File: src/rtl/mem_wb_stage.sv
// mem_wb_stage: memory-access and writeback stage.
// Non-memory instructions write back combinationally in the cycle they arrive.
// Loads and stores issue a registered request, stall upstream while in REQ, and
// complete on memReady or abort after MEM_TIMEOUT REQ cycles (sticky memErr).
// Optional feature macro: MEM_WB_BYPASS_EN adds registered forwarding outputs
// fwdValid/fwdIndex/fwdData that mirror the previous cycle's register write.
//
// Handshake: a request is presented while memRdEn or memWrEn is high and is
// held stable until the cycle in which memReady is seen high (transfer
// completes in that cycle; load data is valid on memRdData in that same cycle)
// or the timeout abort fires. memReady is ignored while no request is active.
module mem_wb_stage #(
  parameter int DBITS       = 32,
  parameter int REGNO_BITS  = 4,
  parameter int MEM_TIMEOUT = 255
) (
  input  logic                  clk,
  input  logic                  reset,
  input  logic [REGNO_BITS-1:0] inWrtIndex,
  input  logic                  inRegWrEn,
  input  logic [1:0]            inMulSel,
  input  logic [DBITS-1:0]      inAluOut,
  input  logic [DBITS-1:0]      inData2Out,
  input  logic [DBITS-1:0]      inPC,
  input  logic [DBITS-1:0]      inSysDataOut,
  input  logic                  inIsLoad,
  input  logic                  inIsStore,
  output logic [DBITS-1:0]      memAddr,
  output logic [DBITS-1:0]      memWrData,
  output logic                  memRdEn,
  output logic                  memWrEn,
  input  logic                  memReady,
  input  logic [DBITS-1:0]      memRdData,
  output logic                  regWrEn,
  output logic [REGNO_BITS-1:0] regWrIndex,
  output logic [DBITS-1:0]      regWrData,
  output logic                  memStall,
  output logic                  memErr
`ifdef MEM_WB_BYPASS_EN
  ,
  output logic                  fwdValid,
  output logic [REGNO_BITS-1:0] fwdIndex,
  output logic [DBITS-1:0]      fwdData
`endif
);

  typedef enum logic {
    IDLE = 1'b0,
    REQ  = 1'b1
  } state_t;

  localparam logic [7:0] TIMEOUT_LAST = 8'(MEM_TIMEOUT - 1);

  state_t                  state_q, state_d;
  logic [DBITS-1:0]        mem_addr_q, mem_addr_d;
  logic [DBITS-1:0]        mem_wr_data_q, mem_wr_data_d;
  logic                    mem_rd_en_q, mem_rd_en_d;
  logic                    mem_wr_en_q, mem_wr_en_d;
  logic [REGNO_BITS-1:0]   wrt_index_q, wrt_index_d;
  logic                    reg_wr_en_q, reg_wr_en_d;
  logic [1:0]              mul_sel_q, mul_sel_d;
  logic [7:0]              cnt_q, cnt_d;
  logic                    mem_err_q, mem_err_d;
  logic                    mem_op;
  logic                    reg_wr_en;
  logic [REGNO_BITS-1:0]   reg_wr_index;
  logic [DBITS-1:0]        reg_wr_data;
  logic                    mem_stall;

  // Writeback source select shared by the direct path and load completion.
  function automatic logic [DBITS-1:0] wb_mux(
    input logic [1:0]       sel,
    input logic [DBITS-1:0] alu,
    input logic [DBITS-1:0] rd,
    input logic [DBITS-1:0] pc,
    input logic [DBITS-1:0] sys
  );
    logic [DBITS-1:0] r;
    case (sel)
      2'd0:    r = alu;
      2'd1:    r = rd;
      2'd2:    r = pc;
      default: r = sys;
    endcase
    return r;
  endfunction

  assign mem_op = inIsLoad | inIsStore;

  // Next-state, request registers and writeback outputs.
  always_comb begin
    state_d       = state_q;
    mem_addr_d    = mem_addr_q;
    mem_wr_data_d = mem_wr_data_q;
    mem_rd_en_d   = mem_rd_en_q;
    mem_wr_en_d   = mem_wr_en_q;
    wrt_index_d   = wrt_index_q;
    reg_wr_en_d   = reg_wr_en_q;
    mul_sel_d     = mul_sel_q;
    cnt_d         = cnt_q;
    mem_err_d     = mem_err_q;
    reg_wr_en     = 1'b0;
    reg_wr_index  = inWrtIndex;
    reg_wr_data   = wb_mux(inMulSel, inAluOut, memRdData, inPC, inSysDataOut);
    mem_stall     = 1'b0;

    case (state_q)
      IDLE: begin
        if (!mem_op) begin
          reg_wr_en = inRegWrEn;
        end else begin
          // Accept the access; a simultaneous load+store is issued as a store.
          mem_stall     = 1'b1;
          wrt_index_d   = inWrtIndex;
          reg_wr_en_d   = inRegWrEn;
          mul_sel_d     = inMulSel;
          mem_addr_d    = inAluOut;
          mem_wr_data_d = inData2Out;
          mem_wr_en_d   = inIsStore;
          mem_rd_en_d   = inIsLoad & ~inIsStore;
          cnt_d         = 8'd0;
          state_d       = REQ;
        end
      end
      REQ: begin
        reg_wr_index = wrt_index_q;
        reg_wr_data  = wb_mux(mul_sel_q, inAluOut, memRdData, inPC, inSysDataOut);
        if (memReady) begin
          reg_wr_en   = mem_rd_en_q & reg_wr_en_q;
          mem_rd_en_d = 1'b0;
          mem_wr_en_d = 1'b0;
          state_d     = IDLE;
        end else if (cnt_q == TIMEOUT_LAST) begin
          // Hung access: release the pipeline without writing back.
          mem_err_d   = 1'b1;
          mem_rd_en_d = 1'b0;
          mem_wr_en_d = 1'b0;
          state_d     = IDLE;
        end else begin
          mem_stall = 1'b1;
          cnt_d     = cnt_q + 8'd1;
        end
      end
      default: state_d = IDLE;
    endcase
  end

  // State and request registers with synchronous reset.
  always_ff @(posedge clk) begin
    if (reset) begin
      state_q       <= IDLE;
      mem_addr_q    <= '0;
      mem_wr_data_q <= '0;
      mem_rd_en_q   <= 1'b0;
      mem_wr_en_q   <= 1'b0;
      wrt_index_q   <= '0;
      reg_wr_en_q   <= 1'b0;
      mul_sel_q     <= 2'd0;
      cnt_q         <= 8'd0;
      mem_err_q     <= 1'b0;
    end else begin
      state_q       <= state_d;
      mem_addr_q    <= mem_addr_d;
      mem_wr_data_q <= mem_wr_data_d;
      mem_rd_en_q   <= mem_rd_en_d;
      mem_wr_en_q   <= mem_wr_en_d;
      wrt_index_q   <= wrt_index_d;
      reg_wr_en_q   <= reg_wr_en_d;
      mul_sel_q     <= mul_sel_d;
      cnt_q         <= cnt_d;
      mem_err_q     <= mem_err_d;
    end
  end

  assign memAddr    = mem_addr_q;
  assign memWrData  = mem_wr_data_q;
  assign memRdEn    = mem_rd_en_q;
  assign memWrEn    = mem_wr_en_q;
  assign memErr     = mem_err_q;
  assign regWrEn    = reg_wr_en;
  assign regWrIndex = reg_wr_index;
  assign regWrData  = reg_wr_data;
  assign memStall   = mem_stall;

`ifdef MEM_WB_BYPASS_EN
  logic                  fwd_valid_q, fwd_valid_d;
  logic [REGNO_BITS-1:0] fwd_index_q, fwd_index_d;
  logic [DBITS-1:0]      fwd_data_q, fwd_data_d;

  // Capture this cycle's register write for a one-cycle-late bypass.
  always_comb begin
    fwd_valid_d = reg_wr_en;
    fwd_index_d = reg_wr_index;
    fwd_data_d  = reg_wr_data;
  end

  // Forwarding registers.
  always_ff @(posedge clk) begin
    if (reset) begin
      fwd_valid_q <= 1'b0;
      fwd_index_q <= '0;
      fwd_data_q  <= '0;
    end else begin
      fwd_valid_q <= fwd_valid_d;
      fwd_index_q <= fwd_index_d;
      fwd_data_q  <= fwd_data_d;
    end
  end

  assign fwdValid = fwd_valid_q;
  assign fwdIndex = fwd_index_q;
  assign fwdData  = fwd_data_q;
`endif

endmodule

File: config.mk
export PLATFORM = sky130hd
export DESIGN_NAME = mem_wb_stage
export DESIGN_NICKNAME = d
export VERILOG_FILES = /design/src/rtl/mem_wb_stage.sv
export SDC_FILE = /design/constraint.sdc
export NUM_CORES = 1
export LEC_CHECK = 0
export ABC_AREA = 1
export CORE_ASPECT_RATIO = 0.9
export CORE_UTILIZATION = 43
export DETAILED_ROUTE_END_ITERATION = 10
export GPL_TIMING_DRIVEN = 0
export PLACE_DENSITY_LB_ADDON = 0.15
export SYNTH_ARGS = -nofsm -noshare
export SYNTH_HDL_FRONTEND = slang
export SYNTH_SLANG_ARGS = --single-unit
File: constraint.sdc
create_clock -name clk -period 3.1 [get_ports clk]
set_input_delay 0.62 -clock clk [delete_from_list [all_inputs] [get_ports clk]]
set_output_delay 0.62 -clock clk [all_outputs]
set_load 0.1 [all_outputs]
==> out/results.txt, run 1 <==
status - finished, final reports clean
syn nets - 1,027
Area Growth Syn to Fin - 62.21%
total power draw - 4.638 mW
die height - 105.3 µm
Pleak - 3.603 nW
gr ovfl total - 0
Max-Cap Viols - 0
Detail Route Antenna Nets - 0
R2R Setup Slk - 1.53 ns
reg2reg start - cnt_q[0]
hold path cells - 2
Adder-Cell Fraction of Synth Area - 0.004910
chip width - 116.8 µm
# rows - 37
CP Max Fanout - 10
Setup Buffers After CTS - 0
Longest Clk Path Bufs - 2
buffers and inverters on the worst path - 4
CP Class - input pin to output pin
fin. max-slew vios - 0
Slew HR - 0.3143
XOR/XNOR Fraction of Synth Area - 0
Setup Viol. Count Final - 0
Clk Latency, worst-skew pair - 0.34 ns
Gate Count Post-Synth - 853
Post-synth EDFFs - 0
final net count - 1,314
simple-gate share of the synthesized area - 0.3774
final worst-path cycle share - 0.9924
CTS Buf Count - 9
Worst-Margin Slew - 1.025 ns
TritonCTS clock tree - done
Core Area - 0.01148 mm²
Final Cell Area - 0.008267 mm²
# IOs - 277
Post-synth ARST share - 0
synth unique cells - 21
synth top area cells - dfxtp_1, nand2_1, nor2_1
drt drc - 0
Synth Cell Area - 0.005096 mm²
largest net degree at the start of global routing - 16
P per Cell Area - 561.0 mW/mm²
startpoint class of the critical path - input pin
drt via density - 5.256
fin util - 0.7200
area share of the largest cell type after synthesis - 0.3260
Reg2Reg Depth - 10
Port Buffer Count - 276
mux contribution to synthesized area - 0
YS warnings - 0
post-DR wirelength/cell - 16.32 µm
crit-path max cell delay - 0.61 ns
Hold-fix buffers, CTS - 0
Root Buffer - clkbuf_16
Hold Path Origin - wrt_index_q[3]
maximum VDD drop - 0.0004313 V
global-route wire length before repair - 32.00 mm
register bit count reported by yosys - 83
total number of vias - 6,838
Worst Path Required - 2.48 ns
Compound-Gate Fraction of Synth Area - 0.2018
min cycle time layout - 3.076 ns
Hold/Removal Path Class - register to register
crit path max-delay cell type - clkdlybuf4s50_1
Hold WS - 0.4516 ns
largest family of logic cells by synthesized area - simple AND/OR/NAND/NOR gates
RSZ-0062 raised after global routing - yes
Top delay family on crit path - buffers and inverters
worst reg2reg endpoint - cnt_q[6]
Post-Route WL - 21.24 mm
sequential element share of the synthesized area - 0.3260
CTS clock-pin slew for the worst setup and hold paths - 0.06 ns
crit path DAT - 2.46 ns
CP Capture Type - output pin
H-tree levels - 3
DR iter-0 viols - 674
Setup Skew - 0.006854 ns
n_diodes - 0
Yosys top cell by area - dfxtp_1
top_reg_cell synth - dfxtp_1
DP HPWL - 15.98 mm
1st-pass router iterations - 5
post-placement cell area - 0.008054 mm²
fmax - 0.3251 GHz
layout cell share with drive strength beyond 1 - 0.08297
Die Area - 0.01229 mm²
initial antenna violation count - 0
Final Hold Vio Count - 0
gpl congestion - 0.9048
via count of the first global-routing pass - 6,419
initial core utilization - 0.4439
Most common cell on crit path - nand2_1
CP cell instances - clkdlybuf4s50_1, inv_1, nor2_2, buf_2, nand2_1, o2111ai_1, nand2_1, nand2_1, buf_4
hold path endpoint - wrt_index_q[3]
syn_area_per_cell - 5.974 µm²
gr usage total - 0.3387
clk sink count - 83
[kinds of logic after synthesis]
kind of cell | after synthesis
flip-flops | 83
adder cells (fa/ha/maj) | 2
AO/OA/AOI/OAI | 157
buffers and inverters | 110
AND/OR/NAND/NOR | 501
[synthesized netlist by cell type (4+ instances only)]
master / number
nor2_1: 153
a21oi_1: 13
o21ai_0: 78
clkbuf_1: 13
nand2_1: 326
nor2_2: 4
o2111ai_1: 64
nand3_1: 11
buf_1: 10
inv_1: 53
dfxtp_1: 83
buf_2: 33
[power breakdown]
| part | switching (mW) | internal, mW | total, mW | leakage [nW] |
|---|---|---|---|---|
| Sequential | 0.0537 | 1.17 | 1.22 | 0.689 |
| Combinational | 1.70 | 0.614 | 2.31 | 2.78 |
| Clock | 0.474 | 0.633 | 1.11 | 0.137 |
| Total | 2.23 | 2.41 | 4.64 | 3.60 |
[tightest hold or removal path: cells and delay by family (launching register included)]
kind,cells,cell delay (ns)
AOI/OAI and AO/OA,1,0.06
DFF,1,0.30
buffers and inverters,1,0.05
[worst max path at each step]
stage | start | to | slack [ns] | depth (start not counted)
6_report | inMulSel[0] | regWrData[29] | 0.02 | 9
5_1_grt | inMulSel[0] | regWrData[18] | -0.08 | 9
3_5_place_dp | inMulSel[0] | regWrData[12] | -0.86 | 9
3_3_place_gp | inMulSel[0] | regWrData[3] | -0.88 | 9
2_1_floorplan | state_q | regWrIndex[0] | -0.36 | 4
4_1_cts | state_q | regWrIndex[0] | 0.002 | 6
[state kept, by name, indices dropped and copies added, names as in the netlist]
register / cells
memRdEn: 1
wrt_index_q: 4
reg_wr_en_q: 1
memAddr: 32
mul_sel_q: 2
memErr: 1
state_q: 1
memWrEn: 1
cnt_q: 8
memWrData: 32
[cells in the final DEF, fill, tap and decap left out, types with 2 or more instances in the layout]
| cell type | netlist | final |
|---|---|---|
| clkbuf_1 | 13 | 14 |
| clkinvlp_4 | 0 | 3 |
| ha_1 | 2 | 2 |
| clkbuf_16 | 0 | 9 |
| nor2_2 | 4 | 4 |
| clkdlybuf4s50_1 | 0 | 238 |
| buf_1 | 10 | 7 |
| nor2_1 | 153 | 153 |
| buf_2 | 33 | 30 |
| nand2_1 | 326 | 326 |
| clkbuf_2 | 0 | 7 |
| a21oi_1 | 13 | 13 |
| o21ai_1 | 1 | 2 |
| nand4_1 | 2 | 2 |
| o2111ai_1 | 64 | 64 |
| buf_4 | 1 | 34 |
| o21ai_0 | 78 | 77 |
| dfxtp_1 | 83 | 83 |
| clkbuf_4 | 0 | 2 |
| inv_1 | 53 | 53 |
| nand3_1 | 11 | 11 |
| nand2_2 | 2 | 2 |
[per-stage QoR]
stage               setup TNS, ns  worst slack, ns  instances
finish                          0          0.02365       1301
floorplan                  -1.452          -0.3628        853
detailed placement         -25.85          -0.8553       1285
global route               -1.106         -0.07941       1301
global placement           -26.19          -0.8827       1285
CTS                             0         0.001748       1301
[area by class of cell]
cell class | count | area (µm²)
fillers | 1060 | 3214
plain buffers | 57 | 270.3
repair buffers | 276 | 2663
multi-input cells | 660 | 2977
clock inverters | 6 | 72.57
flip-flops and latches | 83 | 1662
well taps | 156 | 195.2
inverters | 53 | 198.9
clock buffers | 10 | 229.0
[routing by layer]
metal,track usage,part of all wire
met5,0,0
met3,0.09431,0.11
met1,0.4065,0.39
met4,0.1121,0.025
met2,0.5765,0.48
[what timing repair did]
action | 4_1_cts | 5_1_grt
endpoints found under the hold margin | 0 | 0
setup endpoints to repair | 38 | 34
gates resized for setup | 202 | 16
pin swaps | 0 | 0
(Power assumes the default switching activity.)
==> run 2, diff against run 1 <==
--- a/config.mk
+++ b/config.mk
@@ -11,6 +11,7 @@
 export DETAILED_ROUTE_END_ITERATION = 10
 export GPL_TIMING_DRIVEN = 0
 export PLACE_DENSITY_LB_ADDON = 0.15
+export SKIP_LAST_GASP = 1
 export SYNTH_ARGS = -nofsm -noshare
 export SYNTH_HDL_FRONTEND = slang
 export SYNTH_SLANG_ARGS = --single-unit
==> run 2 against run 1 <==
  * The run now ends with setup timing left
  * Critical path depth did not move
  * Wire length rose by 0.30%
  * First-iteration DRC count down 2.4%
  * Sequential power hardly changed
  * Register-to-register slack is essentially flat
  * Count of clock-buffer cells in the layout unchanged
  * Combinational power about the same
  * Utilization barely moved
  * Critical path type unchanged
  * Largest cell class unchanged
==> out/results.txt, run 2 (synthesis results as in run 1) <==
DP HPWL - 15.98 mm
buffers and inverters on the worst path - 4
final net count - 1,314
CP cell instances - clkdlybuf4s50_1, inv_1, nor2_2, buf_4, nand2_1, o2111ai_1, nand2_1, nand2_1, buf_2
clk sink count - 83
layout cell share with drive strength beyond 1 - 0.08210
gr usage total - 0.3387
DR iter-0 viols - 658
RSZ-0062 raised after global routing - yes
reg2reg start - cnt_q[0]
maximum VDD drop - 0.0004243 V
initial antenna violation count - 0
Die Area - 0.01229 mm²
Sequential Area - 0.001662 mm²
crit-path max cell delay - 0.63 ns
global-route wire length before repair - 32.00 mm
1st-pass router iterations - 6
startpoint class of the critical path - input pin
# rows - 37
gr ovfl total - 0
TritonCTS clock tree - done
Setup Skew - 0.006129 ns
Slew HR - 0.3140
final setup margin - -0.09092 ns
Post-Route WL - 21.30 mm
Final Hold Vio Count - 0
Hold Path Origin - wrt_index_q[2]
# IOs - 277
status - finished, violations left
drt drc - 0
Clk Latency, worst-skew pair - 0.35 ns
Max-Cap Viols - 0
post-DR wirelength/cell - 16.37 µm
Multi-input gate area - 0.002979 mm²
failing checks - setup timing
Top delay family on crit path - buffers and inverters
fmax - 0.3134 GHz
Final Cell Area - 0.008269 mm²
Area Growth Syn to Fin - 62.26%
post-placement cell area - 0.008054 mm²
fillers - 1,055
Setup Viol. Count Final - 10
largest net degree at the start of global routing - 16
Hold-fix buffers, CTS - 0
crit path DAT - 2.57 ns
H-tree levels - 3
fin. max-slew vios - 0
min cycle time layout - 3.191 ns
CTS Buf Count - 9
initial core utilization - 0.4439
n_diodes - 0
Most common cell on crit path - nand2_1
CP Class - input pin to output pin
Setup Buffers After CTS - 0
setup tns final - -0.2256 ns
gpl congestion - 0.9048
chip width - 116.8 µm
CP Max Fanout - 10
most frequent cells in the layout - nand2_1, clkdlybuf4s50_1, nor2_1
drt via density - 5.270
Pleak - 3.599 nW
CTS clock-pin slew for the worst setup and hold paths - 0.07 ns
Hold/Removal Path Class - register to register
Core Area - 0.01148 mm²
Root Buffer - clkbuf_16
via count of the first global-routing pass - 6,419
CP Capture Type - output pin
commonest non-fill, non-tap cell in the layout - nand2_1
Longest Clk Path Bufs - 2
P per Cell Area - 561.0 mW/mm²
crit path max-delay cell type - clkdlybuf4s50_1
final worst-path cycle share - 1.029
total number of vias - 6,856
Port Buffer Count - 276
die height - 105.3 µm
Detail Route Antenna Nets - 0
Worst Path Required - 2.48 ns
Worst Setup SP - inMulSel[0]
Worst-Margin Slew - 1.026 ns
==> run 2: layout make-up <==
| cell class | count | share of cell area |
|---|---|---|
| plain buffers | 57 | 0.03208 |
| clock buffers | 10 | 0.02769 |
| clock inverters | 6 | 0.008776 |
| inverters | 53 | 0.02406 |
| multi-input cells | 660 | 0.3603 |
| flip-flops and latches | 83 | 0.2009 |
| well taps | 156 | 0.02360 |
| repair buffers | 276 | 0.3226 |
==> run 2: path summary, 6_finish.rpt <==
check	endpoint	slack (ns)	cells past startpoint
setup / recovery	regWrData[26]	-0.09	9
hold / removal	wrt_index_q[2]	0.45	2
setup reg to reg	cnt_q[6]	1.52	10
hold reg to reg	wrt_index_q[2]	0.45	2
==> run 2: power by group <==
group          switching [mW]  leakage, nW  internal [mW]  total [mW]
sequential             0.0534        0.689           1.17        1.22
clock                   0.473        0.137          0.633        1.11
combinational            1.70         2.77          0.615        2.31
total                    2.23         3.60           2.41        4.64
==> run 2: repair_timing <==
action                     in CTS  in global routing
gates resized for setup       200                 17
pin swaps                       0                  0
setup endpoints to repair      38                 34
==> run 2: tightest hold or removal path: cells and delay by family (launching register included) <==
kind,cells,cell delay (ns)
AO/OA/AOI/OAI,1,0.06
buffers and inverters,1,0.05
flip-flops,1,0.30
==> run 2: routing by layer <==
layer	vias up	part of all wire	wire, µm	track usage
met5	-	0	0	0
met4	0	0.025	526	0.1121
met3	36	0.10	2215	0.09431
met2	372	0.48	10220	0.5765
met1	3095	0.39	8332	0.4065
li1	3353	-	-	-
==> run 2: through the flow <==
| stage | setup slack [ns] | util | instances | power (mW) | hold WS [ns] |
|---|---|---|---|---|---|
| 3_3_place_gp | -0.8827 | 0.7015 | 1285 | 3.543 | 0.4347 |
| 4_1_cts | -0.1765 | 0.7209 | 1301 | 4.631 | 0.4488 |
| 5_1_grt | -0.1467 | 0.7202 | 1301 | 4.806 | 0.4869 |
| 6_report | -0.09092 | 0.7202 | 1301 | 4.639 | 0.4515 |
| 3_5_place_dp | -0.8553 | 0.7015 | 1285 | 3.563 | 0.4412 |
| 2_1_floorplan | -0.3628 | - | 853 | 2.847 | 0.4240 |
